File: config.mk
export PLATFORM = sky130hd
export DESIGN_NAME = decode_stage
export DESIGN_NICKNAME = d
export VERILOG_FILES = /design/src/rtl/decoder_pkg.sv /design/src/rtl/decode_lane.sv /design/src/rtl/decode_stage.sv
export SDC_FILE = /design/constraint.sdc
export NUM_CORES = 1
export LEC_CHECK = 0
export ABC_AREA = 1
export CORE_MARGIN = 10
export CORE_UTILIZATION = 47
export CTS_CLUSTER_DIAMETER = 100
export CTS_CLUSTER_SIZE = 25
export DETAILED_ROUTE_END_ITERATION = 16
export DONT_BUFFER_PORTS = 1
export PLACE_DENSITY = 0.72
export SLEW_MARGIN = 20
export SYNTH_ARGS = -nofsm -noshare
export SYNTH_HDL_FRONTEND = slang
export SYNTH_SLANG_ARGS = --single-unit
File: constraint.sdc
create_clock -name clk_i -period 6.25 [get_ports clk_i]
set_input_delay 0.3125 -clock clk_i [delete_from_list [all_inputs] [get_ports clk_i]]
set_output_delay 0.3125 -clock clk_i [all_outputs]
set_load 0.01 [all_outputs]
File: src/rtl/decoder_pkg.sv
// Shared types and constants for the RV32 decode stage: format enum,
// major opcodes, register-field positions and small classification helpers.
package decoder_pkg;

    typedef enum logic [2:0] {
        FMT_R   = 3'd0,
        FMT_I   = 3'd1,
        FMT_S   = 3'd2,
        FMT_B   = 3'd3,
        FMT_U   = 3'd4,
        FMT_J   = 3'd5,
        FMT_A   = 3'd6,
        FMT_ILL = 3'd7
    } fmt_t;

    localparam logic [6:0] OP_OP     = 7'b0110011;
    localparam logic [6:0] OP_IMM    = 7'b0010011;
    localparam logic [6:0] OP_LOAD   = 7'b0000011;
    localparam logic [6:0] OP_JALR   = 7'b1100111;
    localparam logic [6:0] OP_SYSTEM = 7'b1110011;
    localparam logic [6:0] OP_STORE  = 7'b0100011;
    localparam logic [6:0] OP_BRANCH = 7'b1100011;
    localparam logic [6:0] OP_LUI    = 7'b0110111;
    localparam logic [6:0] OP_AUIPC  = 7'b0010111;
    localparam logic [6:0] OP_JAL    = 7'b1101111;
    localparam logic [6:0] OP_AMO    = 7'b0101111;

    localparam int OPC_LSB = 0;
    localparam int OPC_W   = 7;
    localparam int RD_LSB  = 7;
    localparam int RS1_LSB = 15;
    localparam int RS2_LSB = 20;
    localparam int REG_W   = 5;

    // Any opcode outside the table (including inst[1:0] != 2'b11) is ILL.
    function automatic fmt_t fmt_of(input logic [6:0] opc);
        fmt_t f;
        case (opc)
            OP_OP:                                 f = FMT_R;
            OP_IMM, OP_LOAD, OP_JALR, OP_SYSTEM:   f = FMT_I;
            OP_STORE:                              f = FMT_S;
            OP_BRANCH:                             f = FMT_B;
            OP_LUI, OP_AUIPC:                      f = FMT_U;
            OP_JAL:                                f = FMT_J;
            OP_AMO:                                f = FMT_A;
            default:                               f = FMT_ILL;
        endcase
        return f;
    endfunction

    // Which register fields a format reads/writes, as {rd, rs1, rs2}.
    function automatic logic [2:0] use_of(input fmt_t f);
        logic [2:0] m;
        case (f)
            FMT_R, FMT_A: m = 3'b111;
            FMT_I:        m = 3'b110;
            FMT_S, FMT_B: m = 3'b011;
            FMT_U, FMT_J: m = 3'b100;
            default:      m = 3'b000;
        endcase
        return m;
    endfunction

endpackage

File: src/rtl/decode_lane.sv
// Combinational decode of a single RV32 instruction: format, raw register
// fields, use flags (zero-index registers are never flagged), immediate
// and illegal indication.
module decode_lane
    import decoder_pkg::*;
#(
    parameter int XLEN = 32
) (
    input  logic [31:0]     inst_i,
    output fmt_t            fmt_o,
    output logic [4:0]      rd_o,
    output logic [4:0]      rs1_o,
    output logic [4:0]      rs2_o,
    output logic            rd_use_o,
    output logic            rs1_use_o,
    output logic            rs2_use_o,
    output logic [XLEN-1:0] imm_o,
    output logic            illegal_o
);

    logic [2:0]         use_mask;
    logic signed [31:0] imm32;

    // Classify the opcode, slice the fields and assemble the immediate
    always_comb begin
        fmt_o     = fmt_of(inst_i[OPC_LSB +: OPC_W]);
        rd_o      = inst_i[RD_LSB  +: REG_W];
        rs1_o     = inst_i[RS1_LSB +: REG_W];
        rs2_o     = inst_i[RS2_LSB +: REG_W];
        use_mask  = use_of(fmt_o);
        rd_use_o  = use_mask[2] & (rd_o  != 5'd0);
        rs1_use_o = use_mask[1] & (rs1_o != 5'd0);
        rs2_use_o = use_mask[0] & (rs2_o != 5'd0);
        illegal_o = (fmt_o == FMT_ILL);
        case (fmt_o)
            FMT_I:   imm32 = {{20{inst_i[31]}}, inst_i[31:20]};
            FMT_S:   imm32 = {{20{inst_i[31]}}, inst_i[31:25], inst_i[11:7]};
            FMT_B:   imm32 = {{19{inst_i[31]}}, inst_i[31], inst_i[7],
                              inst_i[30:25], inst_i[11:8], 1'b0};
            FMT_U:   imm32 = {inst_i[31:12], 12'b0};
            FMT_J:   imm32 = {{11{inst_i[31]}}, inst_i[31], inst_i[19:12],
                              inst_i[20], inst_i[30:21], 1'b0};
            default: imm32 = '0;
        endcase
        // Signed source, so widening to XLEN sign-extends
        imm_o = XLEN'(imm32);
    end

endmodule

File: src/rtl/decode_stage.sv
// Registered multi-lane RV32 decode stage with a main + skid register pair,
// so in_ready_o is a pure register output. Optional performance counters
// are compiled in when DECODE_PERF_EN is defined.
module decode_stage
    import decoder_pkg::*;
#(
    parameter int LANES = 1,
    parameter int XLEN  = 32,
    parameter int CNT_W = 32
) (
    input  logic                  clk_i,
    input  logic                  rst_i,
    input  logic                  flush_i,
    input  logic                  in_valid_i,
    output logic                  in_ready_o,
    input  logic [32*LANES-1:0]   in_inst_i,
    input  logic [LANES-1:0]      in_lane_vld_i,
    input  logic [XLEN-1:0]       in_pc_i,
    output logic                  out_valid_o,
    input  logic                  out_ready_i,
    output logic [LANES-1:0]      out_lane_vld_o,
    output logic [XLEN*LANES-1:0] out_pc_o,
    output logic [3*LANES-1:0]    out_fmt_o,
    output logic [5*LANES-1:0]    out_rd_o,
    output logic [5*LANES-1:0]    out_rs1_o,
    output logic [5*LANES-1:0]    out_rs2_o,
    output logic [LANES-1:0]      out_rd_use_o,
    output logic [LANES-1:0]      out_rs1_use_o,
    output logic [LANES-1:0]      out_rs2_use_o,
    output logic [XLEN*LANES-1:0] out_imm_o,
    output logic [LANES-1:0]      out_illegal_o
`ifdef DECODE_PERF_EN
    ,
    output logic [CNT_W-1:0]      perf_decoded_o,
    output logic [CNT_W-1:0]      perf_illegal_o
`endif
);

    // Per-lane payload: {pc, fmt, rd, rs1, rs2, rd_use, rs1_use, rs2_use, imm, illegal}
    localparam int PW = 2*XLEN + 22;

    logic [LANES-1:0][PW-1:0] dec_payload;
    logic [LANES-1:0][PW-1:0] main_q, main_d, skid_q, skid_d;
    logic [LANES-1:0]         main_vld_q, main_vld_d, skid_vld_q, skid_vld_d;
    logic                     main_valid_q, main_valid_d, skid_valid_q, skid_valid_d;
    logic                     accept, load, deliver;

    genvar gi;
    generate
        for (gi = 0; gi < LANES; gi++) begin : g_lane
            fmt_t            fmt;
            logic [4:0]      rd, rs1, rs2;
            logic            rd_use, rs1_use, rs2_use, illegal;
            logic [XLEN-1:0] imm, pc;

            decode_lane #(.XLEN(XLEN)) u_lane (
                .inst_i    (in_inst_i[32*gi +: 32]),
                .fmt_o     (fmt),
                .rd_o      (rd),
                .rs1_o     (rs1),
                .rs2_o     (rs2),
                .rd_use_o  (rd_use),
                .rs1_use_o (rs1_use),
                .rs2_use_o (rs2_use),
                .imm_o     (imm),
                .illegal_o (illegal)
            );

            // Lane pc wraps naturally at 2^XLEN
            assign pc = in_pc_i + XLEN'(4*gi);
            assign dec_payload[gi] = {pc, fmt, rd, rs1, rs2,
                                      rd_use, rs1_use, rs2_use, imm, illegal};

            assign {out_pc_o[XLEN*gi +: XLEN], out_fmt_o[3*gi +: 3],
                    out_rd_o[5*gi +: 5], out_rs1_o[5*gi +: 5], out_rs2_o[5*gi +: 5],
                    out_rd_use_o[gi], out_rs1_use_o[gi], out_rs2_use_o[gi],
                    out_imm_o[XLEN*gi +: XLEN], out_illegal_o[gi]} = main_q[gi];
        end
    endgenerate

    assign in_ready_o     = !skid_valid_q;
    assign out_valid_o    = main_valid_q;
    assign out_lane_vld_o = main_vld_q;
    assign accept         = in_valid_i & in_ready_o;
    // A bundle with no valid lanes is handshaken but never stored
    assign load           = accept & (|in_lane_vld_i);
    assign deliver        = main_valid_q & out_ready_i;

    // Next state of the main/skid pair: skid refills main first, keeping FIFO order
    always_comb begin
        main_d       = main_q;
        main_vld_d   = main_vld_q;
        main_valid_d = main_valid_q;
        skid_d       = skid_q;
        skid_vld_d   = skid_vld_q;
        skid_valid_d = skid_valid_q;
        if (flush_i) begin
            main_valid_d = 1'b0;
            skid_valid_d = 1'b0;
        end else if (!main_valid_q || deliver) begin
            if (skid_valid_q) begin
                main_d       = skid_q;
                main_vld_d   = skid_vld_q;
                main_valid_d = 1'b1;
                skid_valid_d = 1'b0;
            end else begin
                main_valid_d = load;
                if (load) begin
                    main_d     = dec_payload;
                    main_vld_d = in_lane_vld_i;
                end
            end
        end else if (load) begin
            skid_d       = dec_payload;
            skid_vld_d   = in_lane_vld_i;
            skid_valid_d = 1'b1;
        end
    end

    // Main and skid registers with asynchronous clear
    always_ff @(posedge clk_i or posedge rst_i) begin
        if (rst_i) begin
            main_q       <= '0;
            main_vld_q   <= '0;
            main_valid_q <= 1'b0;
            skid_q       <= '0;
            skid_vld_q   <= '0;
            skid_valid_q <= 1'b0;
        end else begin
            main_q       <= main_d;
            main_vld_q   <= main_vld_d;
            main_valid_q <= main_valid_d;
            skid_q       <= skid_d;
            skid_vld_q   <= skid_vld_d;
            skid_valid_q <= skid_valid_d;
        end
    end

`ifdef DECODE_PERF_EN
    logic [CNT_W-1:0] perf_decoded_q, perf_illegal_q;

    // Count delivered valid lanes and the illegal ones among them; flush does not clear
    always_ff @(posedge clk_i or posedge rst_i) begin
        if (rst_i) begin
            perf_decoded_q <= '0;
            perf_illegal_q <= '0;
        end else if (deliver) begin
            perf_decoded_q <= perf_decoded_q + CNT_W'($countones(out_lane_vld_o));
            perf_illegal_q <= perf_illegal_q + CNT_W'($countones(out_lane_vld_o & out_illegal_o));
        end
    end

    assign perf_decoded_o = perf_decoded_q;
    assign perf_illegal_o = perf_illegal_q;
`else
    logic unused_cnt_w;
    assign unused_cnt_w = (CNT_W > 0);
`endif

endmodule

Word level (Yosys, flattened, before mapping)
Index checks and enable logic that the tools add are counted.
{"block": "word_totals", "output_inout_bits": 89, "elab_cells": 62, "register_bits": 176}
{"block": "op_classes", "n_reduce_logical": 17, "mux": 13, "eq_ne": 18, "bitwise_logic": 8}
{"op": "86-bit 2-to-1 mux", "count": 2}
{"op": "32-bit one-hot mux with 5 select lines", "count": 1}
{"op": "7-bit by 6-bit == test with 1-bit output (second input constant)", "count": 4}
{"op": "7-bit == test (second input constant)", "count": 4}
{"op": "3-bit one-hot mux with 7 select lines", "count": 1}
{"op": "5-bit nonzero test", "count": 3}
{"op": "7-bit by 5-bit == test with 1-bit output (second input constant)", "count": 2}
{"op": "3-bit == test (second input constant)", "count": 4}
{"op": "3-bit one-hot mux with 4 select lines", "count": 1}
{"op": "1-bit 2-to-1 mux", "count": 8}
{"op": "2-bit OR reduction", "count": 4}
{"op": "7-bit by 2-bit == test with 1-bit output (second input constant)", "count": 1}
{"op": "1-bit bitwise AND", "count": 6}
{"op": "3-bit by 2-bit == test with 1-bit output (second input constant)", "count": 2}
{"op": "3-bit AND reduction", "count": 2}
{"op": "2-bit nonzero test", "count": 2}
{"op": "4-bit OR reduction", "count": 1}
{"op": "3-bit by 1-bit == test with 1-bit output (second input constant)", "count": 1}
{"op": "3-bit logical NOT", "count": 1}
{"op": "3-bit nonzero test", "count": 1}
{"op": "1-bit logical NOT", "count": 2}
{"op": "1-bit NOT", "count": 2}
{"op": "1-bit logical OR", "count": 1}

Depth between registers and ports, before layout
Gate-level depths: netlist of run 1.
{"block": "logic_depth", "word_depth": 9, "mapped_depth": 13, "mapped_depth_nobuf": 13}

By module
From an unflattened synthesis of run 1, not the netlist that was laid out.
{"block": "hier_totals", "cells_unflattened": 1257, "area_unflattened_um2": 8939.8}
{"module": "decode_stage", "n_inst": 1, "area_each_um2": 7911.3, "cells_each": 1037}
{"module": "decode_lane", "n_inst": 1, "area_each_um2": 1028.5, "cells_each": 220}

Least setup slack after synthesis of run 1
Ideal clock, no wire load.
{"block": "synth_timing", "path_kind": "register to register", "from": "register skid_valid_q", "to": "register main_q[1] (netlist name)", "path_stages_with_launch": 10, "arrival_time_ps": 1303, "n_path_buf": 3, "t_required_ps": 6126, "synth_period_minus_slack_ps": 1427, "slack_ps": 4823, "cell_sequence": "dfrtp_1 buf_6 clkinv_4 nand2_2 o21ai_2 nand3_4 buf_6 buf_2 nand2_1 nand2_1"}
{"block": "synth_between", "elab_chain_cells": 5}
{"item": "start: declaration", "line_no": "decode_stage.sv:45", "rtl": "logic main_valid_q, main_valid_d, skid_valid_q, skid_valid_d;"}
{"item": "start signal: assignment", "line_no": "decode_stage.sv:135", "rtl": "skid_valid_q <= skid_valid_d;"}
{"item": "1-bit logical NOT", "line_no": "decode_stage.sv:81", "rtl": "assign in_ready_o = !skid_valid_q;"}
{"item": "1-bit bitwise AND", "line_no": "decode_stage.sv:84", "rtl": "assign accept = in_valid_i & in_ready_o;"}
{"item": "1-bit bitwise AND", "line_no": "decode_stage.sv:86", "rtl": "assign load = accept & (|in_lane_vld_i);"}
{"item": "2-bit nonzero test (no line)"}
{"item": "3-bit AND reduction (no line)"}
{"item": "end signal: assignment", "line_no": "decode_stage.sv:130", "rtl": "main_q <= main_d;"}
{"item": "end: declaration", "line_no": "decode_stage.sv:43", "rtl": "logic [LANES-1:0][PW-1:0] main_q, main_d, skid_q, skid_d;"}
Several ways; a longest one is shown, not always the timed one.
A chain may end at the register's enable or synchronous reset.

Final worst setup path of run 1
{"block": "layout_timing", "from": "register skid_valid_q", "to": "register main_q[2] (netlist name)"}
{"block": "layout_between", "elab_chain_cells": 5}
{"item": "1-bit logical NOT", "line_no": "decode_stage.sv:81"}
{"item": "named net in_ready_o", "line_no": "decode_stage.sv:15", "rtl": "output logic in_ready_o,"}
{"item": "1-bit bitwise AND", "line_no": "decode_stage.sv:84"}
{"item": "1-bit bitwise AND", "line_no": "decode_stage.sv:86"}
{"item": "2-bit nonzero test (no line)"}
{"item": "3-bit AND reduction (no line)"}
The timed path passes the listed nets, and every way through them passes these cells.

==> impl_metrics.py, run 1 <==
metrics = {
    "pwr": {
        "irDropWorstVdd_uv": 218,
        "p_total_uw": 2880,
        "p_per_area_mw_per_mm2": 327,
        "p_leak_uw": 0.00463,
    },
    "timing": {
        "finalHoldViolCount": 61,
        "setup_tns_ns": 0,
        "tightest_slew_ns": 0.988,
        "rsz0062_at_grt": "no",
        "maxSlewHeadroom_pct": 34.2,
        "hold_ws_ns": -0.0482,
        "fmax_ghz": 0.265,
        "setup_viol": 0,
        "post-route-period-util_pct": 60.4,
        "slew_violations": 0,
        "finClkSkew_ns": 0.00686,
        "fin_crit_ns": 3.78,
    },
    "detailed_routing": {
        "via_per_inst": 5.19,
        "num_vias": 6191,
        "routedWlPerCell_um": 16.4,
        "drt-total-wl_um": 19600,
        "drc": 0,
        "postRouteAntennaNets": 0,
        "initialDrtViolationCount": 369,
        "drtPass1Iterations": 5,
    },
    "clock_tree": {
        "clock_sinks": 176,
        "cts-buffers-inserted": 17,
        "cts_root_buf": "clkbuf_16",
        "cts_setup_buffers": 0,
        "h-tree-depth": 4,
        "clk_pin_slew_ns": 0.07,
        "cts_resized": 0,
        "worstSkewPairLatency_ns": 0.43,
        "clockBufferDepth": 2,
        "cts_tree": "built",
    },
    "place": {
        "place_congestion": 0.835,
        "port_buffers": 0,
        "dpl.hpwl_um": 13000,
    },
    "cells_and_area": {
        "nets": 1025,
        "antenna_cells": 0,
        "drive_above_1_share_pct": 7.64,
        "areaGrowthSynthToFinish_pct": 7.59,
        "utilization_pct": 51.4,
    },
    "global_routing": {
        "grt-ovfl-total": 0,
        "grt_pass1_vias": 5989,
        "globalRouteTotalUtil_pct": 16.8,
        "antenna_found_initial": 0,
        "grt_pass1_wl_um": 32300,
        "grt_max_degree": 134,
    },
    "critical_path": {
        "required_ns": 6.55,
        "cp_slowest_cell": "clkinv_4",
        "critPathMaxStageDelay_ns": 0.73,
        "crit_path_frequent_cell": "buf_4",
        "path_max_fanout": 133,
        "end_kind": "register",
        "critPathKind": "register to register",
        "startpoint_type": "register",
        "critPathTopFamily": "buffers and inverters",
        "critPathArrivalTime_ns": 4.08,
        "worst-path-buf-inv": 3,
        "path_cells": "buf_4 > clkinv_4 > nand2_2 > o21ai_2 > nand3_4 > buf_4 > a21oi_1 > o21ai_1 > nand2_1",
    },
    "floorplan": {
        "die_w_um": 152,
        "core_mm2": 0.0172,
        "pin_count": 159,
        "initial_utilization_pct": 47.8,
        "dieArea_mm2": 0.0231,
        "rows": 48,
        "die_y_um": 152,
    },
    "status": {
        "status": "complete, but fails checks",
        "violations": "hold timing",
    },
    "yosys": {
        "syn_inst": 992,
        "ys_seq_area_share_pct": 53.7,
        "synth_top_area_cell": "dfrtp_1",
        "syn_nets": 1062,
        "ys_types": 33,
        "synth_seq_cells": 176,
        "yosysWarnings": 0,
        "netlist.area_leader.share_pct": 53.7,
        "syn_area_mm2": 0.00820,
        "synthTopCellsByArea": "dfrtp_1 (54%), nand2_1 (14%), o21ai_0 (10%)",
        "syn_area_per_cell_um2": 8.27,
    },
    "flow_run": {
        "maxCapViolCount": 0,
    },
    "hold_path": {
        "hp-class": "input port to async pin",
    },
}
==> path summary, 6_finish.rpt <==
check	slack, ns	cells past startpoint	start	end
max	2.47	9	skid_valid_q$_DFFE_PP0P_	main_q[2]$_DFFE_PP0P_
min	-0.05	1	rst_i	main_q[58]$_DFFE_PP0P_
max reg2reg	2.47	9	skid_valid_q$_DFFE_PP0P_	main_q[2]$_DFFE_PP0P_
min reg2reg	0.45	2	skid_vld_q$_DFFE_PP0P_	skid_vld_q$_DFFE_PP0P_
max in group asynchronous	4.93	2	rst_i	skid_q[26]$_DFFE_PP0P_
min in group clk_i	0.05	2	in_pc_i[8]	skid_q[62]$_DFFE_PP0P_
==> what timing repair did <==
action | 4_1_cts | 5_1_grt
hold buffers | 1 | 0
endpoints found under the setup margin | 0 | 0
hold endpoints to repair | 1 | 0
==> layer usage <==
metal / vias to the layer above / wire length (um) / GRT usage [%]
met5: - / 0 / 0
met4: 0 / 262 / 5.00
met3: 21 / 1700 / 6.92
met2: 160 / 8970 / 25.7
met1: 2884 / 8670 / 21.3
li1: 3126 / - / -
==> cell families after synthesis <==
family	count (synthesis)	share of synthesized area, %
AO/OA/AOI/OAI	272	18.5
buffers and inverters	155	8.63
flip-flops	176	53.7
AND/OR/NAND/NOR	389	19.2
==> synthesized netlist by cell type, drive strengths merged <==
master	number
dfrtp	176
o22ai	1
a21oi	31
nand2	315
buf	34
clkbuf	27
nor3	4
o2111ai	11
a31o	6
o221ai	4
a31oi	7
nand3	14
clkinv	1
or2	4
nor2	51
o21ai	210
a41oi	1
o211ai	1
nand3b	1
inv	93
==> per-stage QoR <==
step                      cell area (um2)  setup WS, ns  instances
after floorplan                      8200          1.16        992
after detailed placement             8180          2.52       1160
after global routing                 8830          2.08       1193
after global placement               8180          2.56       1160
final                                8830          2.47       1193
after CTS                            8830          2.49       1193
==> area by class of cell <==
cell class	count	area, um2
tap	225	282
sequential	176	4400
multi-input combinational	661	3100
inverter	94	363
timing repair buffer	5	40.0
fill	1631	8350
clock inverter	11	179
clock buffer	21	460
==> placed cells by master (no fill, tap or decap), types with 8 or more instances in the layout <==
| cell type | n |
|---|---|
| dfrtp_1 | 176 |
| nand2_1 | 302 |
| nand3_1 | 13 |
| a21oi_1 | 31 |
| inv_1 | 87 |
| o21ai_0 | 167 |
| clkbuf_16 | 17 |
| o2111ai_2 | 8 |
| nand2_2 | 9 |
| o21ai_1 | 40 |
| nor2_1 | 47 |
==> registers in the layout, indices dropped and copies added, names as in the netlist <==
name,count
out_valid_o,1
skid_q,86
skid_vld_q,1
main_q,86
skid_valid_q,1
out_lane_vld_o,1
==> where the power goes <==
part / switching (uW) / internal, uW / total, uW
Sequential: 150 / 1320 / 1470
Clock: 455 / 696 / 1150
Combinational: 164 / 98.8 / 263
Total: 769 / 2110 / 2880
Note: power is estimated with default switching activity, not from simulation.
==> inputs of run 2 (changes only) <==
- PLACE_DENSITY: 0.72 -> 0.74
- clock period: 6.25 -> 3.4 ns (I/O delays scaled with it)
==> run 2 against run 1 <==
Net effect:
- the run now ends clean
- clock-buffer cell count did not move
- total power grew 79%
- worst hold slack gained 0.070 ns
- non-clock buffer count is 60 higher
- via count up 5.8%
- die area unchanged
- sequential power up 84%
- critical endpoint is now skid_q[32]$_DFFE_PP0P_
- largest power group unchanged
==> impl_metrics.py, run 2 (synthesis gave the netlist of run 1 again) <==
metrics = {
    "status": {
        "status": "finished, final reports clean",
    },
    "pwr": {
        "seq_power_share_pct": 52.4,
        "irDropWorstVdd_uv": 349,
        "p_sw_share_pct": 27.5,
        "internal_power_uw": 3740,
        "p_per_area_mw_per_mm2": 550,
        "p_comb_share_pct": 10.6,
        "p_leak_uw": 0.00488,
        "power_frac_clock_pct": 37.0,
        "p_sw_uw": 1420,
    },
    "detailed_routing": {
        "initialDrtViolationCount": 603,
        "drtPass1Iterations": 5,
        "via_per_inst": 5.23,
        "drt-total-wl_um": 20500,
        "routedWlPerCell_um": 16.4,
        "num_vias": 6548,
        "drc": 0,
        "postRouteAntennaNets": 0,
    },
    "critical_path": {
        "cp-endpoint": "skid_q[32]$_DFFE_PP0P_",
        "path_max_fanout": 57,
        "startpoint_type": "register",
        "reg2reg_from": "out_valid_o$_DFFE_PP0N_",
        "r2r_end": "skid_q[32]$_DFFE_PP0P_",
        "crit_start": "out_valid_o$_DFFE_PP0N_",
        "reg2regPathDepth": 7,
        "critPathArrivalTime_ns": 2.51,
        "required_ns": 3.66,
        "critPathKind": "register to register",
        "r2r_slack_ns": 1.15,
        "end_kind": "register",
    },
    "clock_tree": {
        "cts-buffers-inserted": 17,
        "worstSkewPairLatency_ns": 0.43,
        "cts_tree": "built",
        "clockBufferDepth": 2,
        "clk_pin_slew_ns": 0.07,
        "h-tree-depth": 4,
        "clock_sinks": 176,
        "cts_root_buf": "clkbuf_16",
    },
    "flow_run": {
        "maxCapViolCount": 0,
    },
    "place": {
        "place_area_mm2": 0.00825,
        "dpl.hpwl_um": 13300,
        "place_inst": 1165,
        "place_congestion": 0.893,
        "port_buffers": 0,
        "place_ws_ns": 1.19,
    },
    "timing": {
        "fin_crit_ns": 2.25,
        "slew_violations": 0,
        "post-route-period-util_pct": 66.1,
        "tightest_slew_ns": 0.827,
        "maxSlewHeadroom_pct": 44.8,
        "fmax_ghz": 0.445,
        "setup_viol": 0,
        "setup_slack_ns": 1.15,
        "finalHoldViolCount": 0,
        "rsz0062_at_grt": "no",
        "setup_tns_ns": 0,
        "finClkSkew_ns": 0.00987,
    },
    "cells_and_area": {
        "drive_above_1_share_pct": 7.88,
        "antenna_cells": 0,
        "nFillCells": 1571,
        "final_cell_mix": "nand2_1 (302), dfrtp_1 (176), o21ai_0 (167)",
        "top_regs": "main_q (86), skid_q (86)",
        "postLayoutCellArea_mm2": 0.00939,
        "areaGrowthSynthToFinish_pct": 14.4,
        "final_cell_count_no_fill": 1253,
        "layout_commonest_cell": "nand2_1",
        "utilization_pct": 54.7,
        "nets": 1085,
    },
    "global_routing": {
        "globalRouteTotalUtil_pct": 17.6,
        "grt_pass1_wl_um": 33800,
        "grt-ovfl-total": 0,
        "antenna_found_initial": 0,
        "grt_pass1_vias": 6191,
        "grt_max_degree": 84,
    },
    "floorplan": {
        "die_y_um": 152,
        "die_w_um": 152,
        "rows": 48,
        "initial_utilization_pct": 47.8,
        "core_mm2": 0.0172,
        "dieArea_mm2": 0.0231,
        "pin_count": 159,
    },
    "hold_path": {
        "hp-class": "input port to register",
    },
}
[run 2: stage by stage]
stage | total power, uW | hold WS (ns)
global route | 5450 | 0.0136
floorplan | 3080 | 0.281
finish | 5170 | 0.0215
CTS | 5220 | 0.00680
detailed placement | 3240 | 0.194
global placement | 3210 | 0.194
[run 2: timing repair]
action	4_1_cts	5_1_grt
hold buffers	56	0
gates resized for setup	0	0
hold endpoints to repair	253	0
buffers inserted	0	0
endpoints found under the setup margin	0	0
[run 2: worst min-delay path by stage]
stage                        from                 endpoint  cells past startpoint
detailed placement          rst_i    main_q[5]$_DFFE_PP0P_                      2
global placement            rst_i    main_q[4]$_DFFE_PP0P_                      2
finish              in_inst_i[22]   skid_q[38]$_DFFE_PP0P_                      2
floorplan                 flush_i  out_valid_o$_DFFE_PP0N_                      1
global route        in_inst_i[22]   skid_q[38]$_DFFE_PP0P_                      2
CTS                 in_inst_i[21]   skid_q[37]$_DFFE_PP0P_                      2
[run 2: worst max-delay path: stages (launching register included)]
cell and delay [ns]:
dfrtp_1 0.41, inv_1 0.06, nor2_1 0.08, inv_1 0.10
nor2_1 0.18, nand2_4 0.32, inv_2 0.70, a41oi_1 0.21
[run 2: layer usage]
| layer | global-route usage (%) | wire (um) |
|---|---|---|
| met5 | 0 | 0 |
| met2 | 26.8 | 9520 |
| met3 | 5.87 | 1670 |
| met4 | 5.82 | 393 |
| met1 | 23.1 | 8940 |
[run 2: power groups by stage]
| stage | logic (uW) | clock network, uW | registers [uW] |
|---|---|---|---|
| after floorplan | 413 | 0 | 2660 |
| after global placement | 471 | 0 | 2740 |
| after detailed placement | 496 | 0 | 2750 |
| after CTS | 554 | 1950 | 2710 |
| after global routing | 655 | 2050 | 2750 |
| final | 550 | 1910 | 2710 |
[run 2: layout make-up]
class | instances | area (um2) | share of cell area, %
clock buffer | 21 | 480 | 5.12
clock inverter | 11 | 101 | 1.08
inverter | 94 | 362 | 3.85
multi-input combinational | 661 | 3100 | 33.0
sequential | 176 | 4400 | 46.9
tap | 225 | 282 | 3.00
timing repair buffer | 65 | 661 | 7.04
